<file path="config.mk">
export PLATFORM = sky130hd
export DESIGN_NAME = pipe_seq_ctrl
export DESIGN_NICKNAME = d
export VERILOG_FILES = /design/src/rtl/pipe_seq_ctrl.sv
export SDC_FILE = /design/constraint.sdc
export NUM_CORES = 1
export LEC_CHECK = 0
export BUFFER_PORTS_ARGS = -buffer_cell sky130_fd_sc_hd__buf_2
export CORE_UTILIZATION = 55
export DETAILED_ROUTE_END_ITERATION = 12
export PLACE_DENSITY = 0.83
export SLEW_MARGIN = 0
export SYNTH_ARGS = -nofsm -noshare
export SYNTH_HDL_FRONTEND = slang
export SYNTH_SLANG_ARGS = --single-unit
</file>
<file path="constraint.sdc">
create_clock -name clk -period 7.7 [get_ports clk]
set_clock_uncertainty 0.1 [all_clocks]
set_input_delay 0.385 -clock clk [delete_from_list [all_inputs] [get_ports clk]]
set_output_delay 0.385 -clock clk [all_outputs]
set_load 0.1 [all_outputs]
</file>
<file path="src/rtl/pipe_seq_ctrl.sv">
// Fetch/stage sequencer for the 5-stage RV32I pipeline: PC, stage valids,
// boundary enables, bubble insertion and CSR/FENCE.I serialization.
module pipe_seq_ctrl #(
  parameter logic [31:0] RESET_PC = 32'h4000_0000,
  parameter int          CNT_W    = 32
) (
  input  logic             clk,
  input  logic             rst,
  input  logic             id_stall_req,
  input  logic             id_serialize_req,
  input  logic [31:0]      id_pc,
  input  logic             id_redirect,
  input  logic [31:0]      id_redirect_pc,
  input  logic             ex_redirect,
  input  logic [31:0]      ex_redirect_pc,
  input  logic             icache_stall,
  input  logic             dcache_stall,
  output logic [31:0]      fetch_pc,
  output logic             if_id_en,
  output logic             id_ex_en,
  output logic             ex_mem_en,
  output logic             mem_wb_en,
  output logic             id_valid,
  output logic             ex_valid,
  output logic             mem_valid,
  output logic             wb_valid,
  output logic [1:0]       seq_state,
  output logic [CNT_W-1:0] stall_cycles
);

  typedef enum logic [1:0] {RUN = 2'd0, DRAIN = 2'd1, ISSUE = 2'd2, WAIT = 2'd3} seq_e;

  seq_e        state_q, state_d;
  logic [31:0] pc_d, resume_q, resume_d;
  // Boundary index: 0=IF/ID, 1=ID/EX, 2=EX/MEM, 3=MEM/WB
  logic [3:0]  vld_q, vld_d, vld_src, en, bub;
  logic        pc_moves, back_empty;
  logic        ex_redir, id_ser, id_redir, id_stall;

  assign ex_redir   = ex_redirect      & vld_q[1];
  assign id_ser     = id_serialize_req & vld_q[0];
  assign id_redir   = id_redirect      & vld_q[0];
  assign id_stall   = id_stall_req     & vld_q[0];
  assign back_empty = ~|vld_q[3:1];

  always_comb begin
    state_d  = state_q;
    pc_d     = fetch_pc;
    resume_d = resume_q;
    en       = '0;
    bub      = '0;
    pc_moves = 1'b0;
    if (!rst && !dcache_stall) begin
      en[3:2] = 2'b11;
      if (ex_redir) begin
        en[1:0]  = 2'b11;
        bub[1:0] = 2'b11;
        pc_d     = ex_redirect_pc;
        pc_moves = 1'b1;
        state_d  = RUN;
      end else begin
        case (state_q)
          DRAIN: begin
            en[1]  = 1'b1;
            bub[1] = 1'b1;
            if (back_empty) state_d = ISSUE;
          end
          ISSUE: begin
            en[1:0]  = 2'b11;
            bub[0]   = 1'b1;
            resume_d = id_pc;
            state_d  = WAIT;
          end
          WAIT: begin
            en[1]  = 1'b1;
            bub[1] = 1'b1;
            if (back_empty) begin
              pc_d     = resume_q + 32'd4;
              pc_moves = 1'b1;
              state_d  = RUN;
            end
          end
          default: begin
            if (id_ser) begin
              en[1]   = 1'b1;
              bub[1]  = 1'b1;
              state_d = DRAIN;
            end else if (id_redir) begin
              en[1:0]  = 2'b11;
              bub[0]   = 1'b1;
              pc_d     = id_redirect_pc;
              pc_moves = 1'b1;
            end else if (id_stall) begin
              en[1]  = 1'b1;
              bub[1] = 1'b1;
            end else if (icache_stall) begin
              en[1:0] = 2'b11;
              bub[0]  = 1'b1;
            end else begin
              en[1:0]  = 2'b11;
              pc_d     = fetch_pc + 32'd4;
              pc_moves = 1'b1;
            end
          end
        endcase
      end
    end
  end

  // IF/ID source is always 1: synchronous imem returns the fetched word next cycle
  assign vld_src = {vld_q[2:0], 1'b1};
  assign vld_d   = (en & vld_src & ~bub) | (~en & vld_q);

  always_ff @(posedge clk) begin
    if (rst) begin
      state_q      <= RUN;
      fetch_pc     <= RESET_PC;
      resume_q     <= '0;
      vld_q        <= '0;
      stall_cycles <= '0;
    end else begin
      state_q  <= state_d;
      fetch_pc <= pc_d;
      resume_q <= resume_d;
      vld_q    <= vld_d;
      if (!pc_moves && stall_cycles != '1)
        stall_cycles <= stall_cycles + CNT_W'(1);
    end
  end

  assign if_id_en  = en[0];
  assign id_ex_en  = en[1];
  assign ex_mem_en = en[2];
  assign mem_wb_en = en[3];
  assign id_valid  = vld_q[0];
  assign ex_valid  = vld_q[1];
  assign mem_valid = vld_q[2];
  assign wb_valid  = vld_q[3];
  assign seq_state = state_q;

endmodule

</file>
==> out/metrics.yaml <==
run_status:
  outcome: "complete, no violations"
synthesis:
  synth_edf_count: 0
  synth.top_cell.area_share_pct: 31.93
  yosysMostFrequentCell: "nand2_1"
  yosysWarnings: 0
  yosysTopAreaCell: "dfxtp_1"
  ys_types: 65
  synth_cells: 856
  async_reset_ff_share_pct: 0
  synth_area_per_cell_sq_um: 7.471
  ys.flop_type: "dfxtp_1"
  netlist_area_sq_um: 6395
  synth_nets: 967
  synth_seq_cells: 102
  synthTopCellsByCount: "nand2_1 (130), dfxtp_1 (102), nor2_1 (81)"
  ys_seq_area_share_pct: 31.93
  synth_area_leaders: "dfxtp_1 (32%), nand2_1 (7.6%), xnor2_1 (7.1%)"
routing:
  drt-wirelength-per-cell_microns: 17.08
  maxUsedRoutingLayer: "met4"
  wl_met1_mm: 8.433
  dr_wl_met2_mm: 8.497
  wl_met3_mm: 1.942
  drc: 0
  ant_nets: 0
  vias_per_cell: 6.149
  drt-pass1-iter-count: 5
  drt_iter0_markers: 796
  vias: 6998
  totalWireLength_mm: 19.44
floorplanning:
  die_w_microns: 109.8
  die-area_sq_um: 12060
  io_pins: 178
  die_y_microns: 109.8
  initial_utilization_pct: 56.25
  core_sq_um: 11370
  fp-row-count: 39
global_route:
  grt_pass1_vias: 5992
  overflow: 0
  grt_start_max_net_pins: 97
  track_usage_pct: 31.92
  grt_pass1_wl_mm: 29.85
  antenna_found_initial: 0
layout:
  fill_cells: 1013
  area_growth_pct: 17.71
  utilization_pct: 66.20
  diodes: 0
  drive_gt1_share_pct: 21.81
  nets: 1101
place:
  portBuffers: 177
  dp_hpwl_mm: 13.59
  gp_congestion: 0.9402
sta:
  hold_violations: 0
  setup_viol: 0
  period_needed_ns: 3.588
  tns_ns: 0
  rsz0062_at_grt: "no"
  clock.fmax_ghz: 0.2787
  relSlewSlack_pct: 21.85
  finalCritPeriodShare_pct: 46.60
  tightest_slew_ns: 1.169
  finalMaxSlewViolations: 0
clocking:
  insertion_delay_ns: 0.35
  numCtsBuffers: 9
  cts_tree: "yes"
  cts-htree-levels: 3
  ctsResizeCount: 0
  cts-root-buf: "clkbuf_16"
  numClockSinks: 102
  postCtsHoldBufs: 0
  clkTransAtPathRegs_ns: 0.07
  cts_setup_buffers: 0
  cts_buffer_depth: 2
power:
  p_int_mw: 0.8467
  cellPowerDensity_nw_per_um2: 170.4
  clkPwrFrac_pct: 34.4
  seqPwrFrac_pct: 44.2
  ir_drop_v: 0.0001063
  p_leak_nw: 2.876
  pwr-share-comb_pct: 21.5
  netSwitchingPower_mw: 0.4360
  switching_share_pct: 33.99
setup_path:
  worstSetupEndpointType: "flip-flop"
  critPathKind: "flip-flop to flip-flop"
  path_max_fanout: 28
  crit_slowest_cell: "and2_1"
  crit_chain: "ha_1 -> clkinv_1 -> nand2_1 -> o311a_1 -> and2_1 -> o21ai_0 -> a221oi_1"
  crit_family: "simple AND/OR/NAND/NOR gates"
  cp_num_buf_inv: 1
  startpoint_type: "flip-flop"
  critPathMaxStageDelay_ns: 0.87
  required_ns: 7.85
  cp.arrival_ns: 3.73
run:
  drv_cap: 0
hold_path:
  hold_path_class: "input pin to flip-flop"
-- tightest hold or removal path: stages --
cell     delay [ns]
buf_2          0.10
nand2_1        0.05
a21oi_1        0.05
-- path summary, 6_finish.rpt --
path	from	end	slack, ns	cells after the start
worst max-delay path	seq_state[0]	fetch_pc[23]	4.11	7
worst min-delay path	id_pc[23]	resume_q[23]	0.17	3
worst max register to register	seq_state[0]	fetch_pc[23]	4.11	7
worst min register to register	resume_q[0]	resume_q[0]	0.36	2
-- layout make-up --
cell class	count	area (sq um)	area share, %
clock buffer	11	242.7	3.225
clock inverter	5	41.29	0.5485
inverter	20	75.07	0.9973
multi-input combinational	676	4031	53.56
sequential	102	2042	27.13
tap	143	178.9	2.377
timing repair buffer	181	915.9	12.17
-- routing by layer --
layer | vias up | global-route usage [%]
met4 | 0 | 12.38
li1 | 3381 | -
met2 | 382 | 47.14
met3 | 51 | 6.283
met1 | 3184 | 45.39
met5 | - | 0
-- power by group through the flow --
stage,logic [mW],registers [mW],clock network [mW]
CTS,0.272,0.565,0.442
global placement,0.269,0.577,0
finish,0.275,0.566,0.441
global route,0.291,0.568,0.466
detailed placement,0.271,0.577,0
floorplan,0.107,0.673,0
-- stage by stage --
stage / instance area (sq um) / hold WS, ns / instances / total power [mW] / setup slack (ns)
2_1_floorplan: 6395 / 0.3367 / 856 / 0.7792 / 2.637
4_1_cts: 7527 / 0.1651 / 1138 / 1.279 / 4.228
3_3_place_gp: 7243 / 0.3486 / 1122 / 0.8461 / 4.302
5_1_grt: 7527 / 0.1773 / 1138 / 1.325 / 3.856
3_5_place_dp: 7243 / 0.3490 / 1122 / 0.8481 / 4.186
6_report: 7527 / 0.1713 / 1138 / 1.283 / 4.112
-- sequential cells by signal, indices dropped and copies added, names as in the netlist, named ones only --
signal	flops
fetch_pc	32
resume_q	32
stall_cycles	32
seq_state	2
vld_q	1
-- kinds of logic (layout without fill, tap and decap cells) --
kind of cell    after synthesis  count (layout)  synth area share (%)
flops                       102             102                 31.93
buf+inv                      78             217                 5.028
simple gates                386             386                 29.96
compound gates              208             208                 21.15
mux                          11              11                 1.800
xor+xnor                     64              64                 8.765
fa+ha+maj                     7               7                 1.370
-- cells in the final DEF, fill, tap and decap left out, types with 16 or more instances in the layout --
cell type	count
a211oi_1	19
a21oi_1	75
and3_1	16
buf_2	177
dfxtp_1	102
inv_1	19
nand2_1	130
nand3_1	46
nand4_1	28
nor2_1	81
nor3_1	22
o21ai_0	36
xnor2_1	52
No activity file was read; power rests on OpenSTA's default activity.
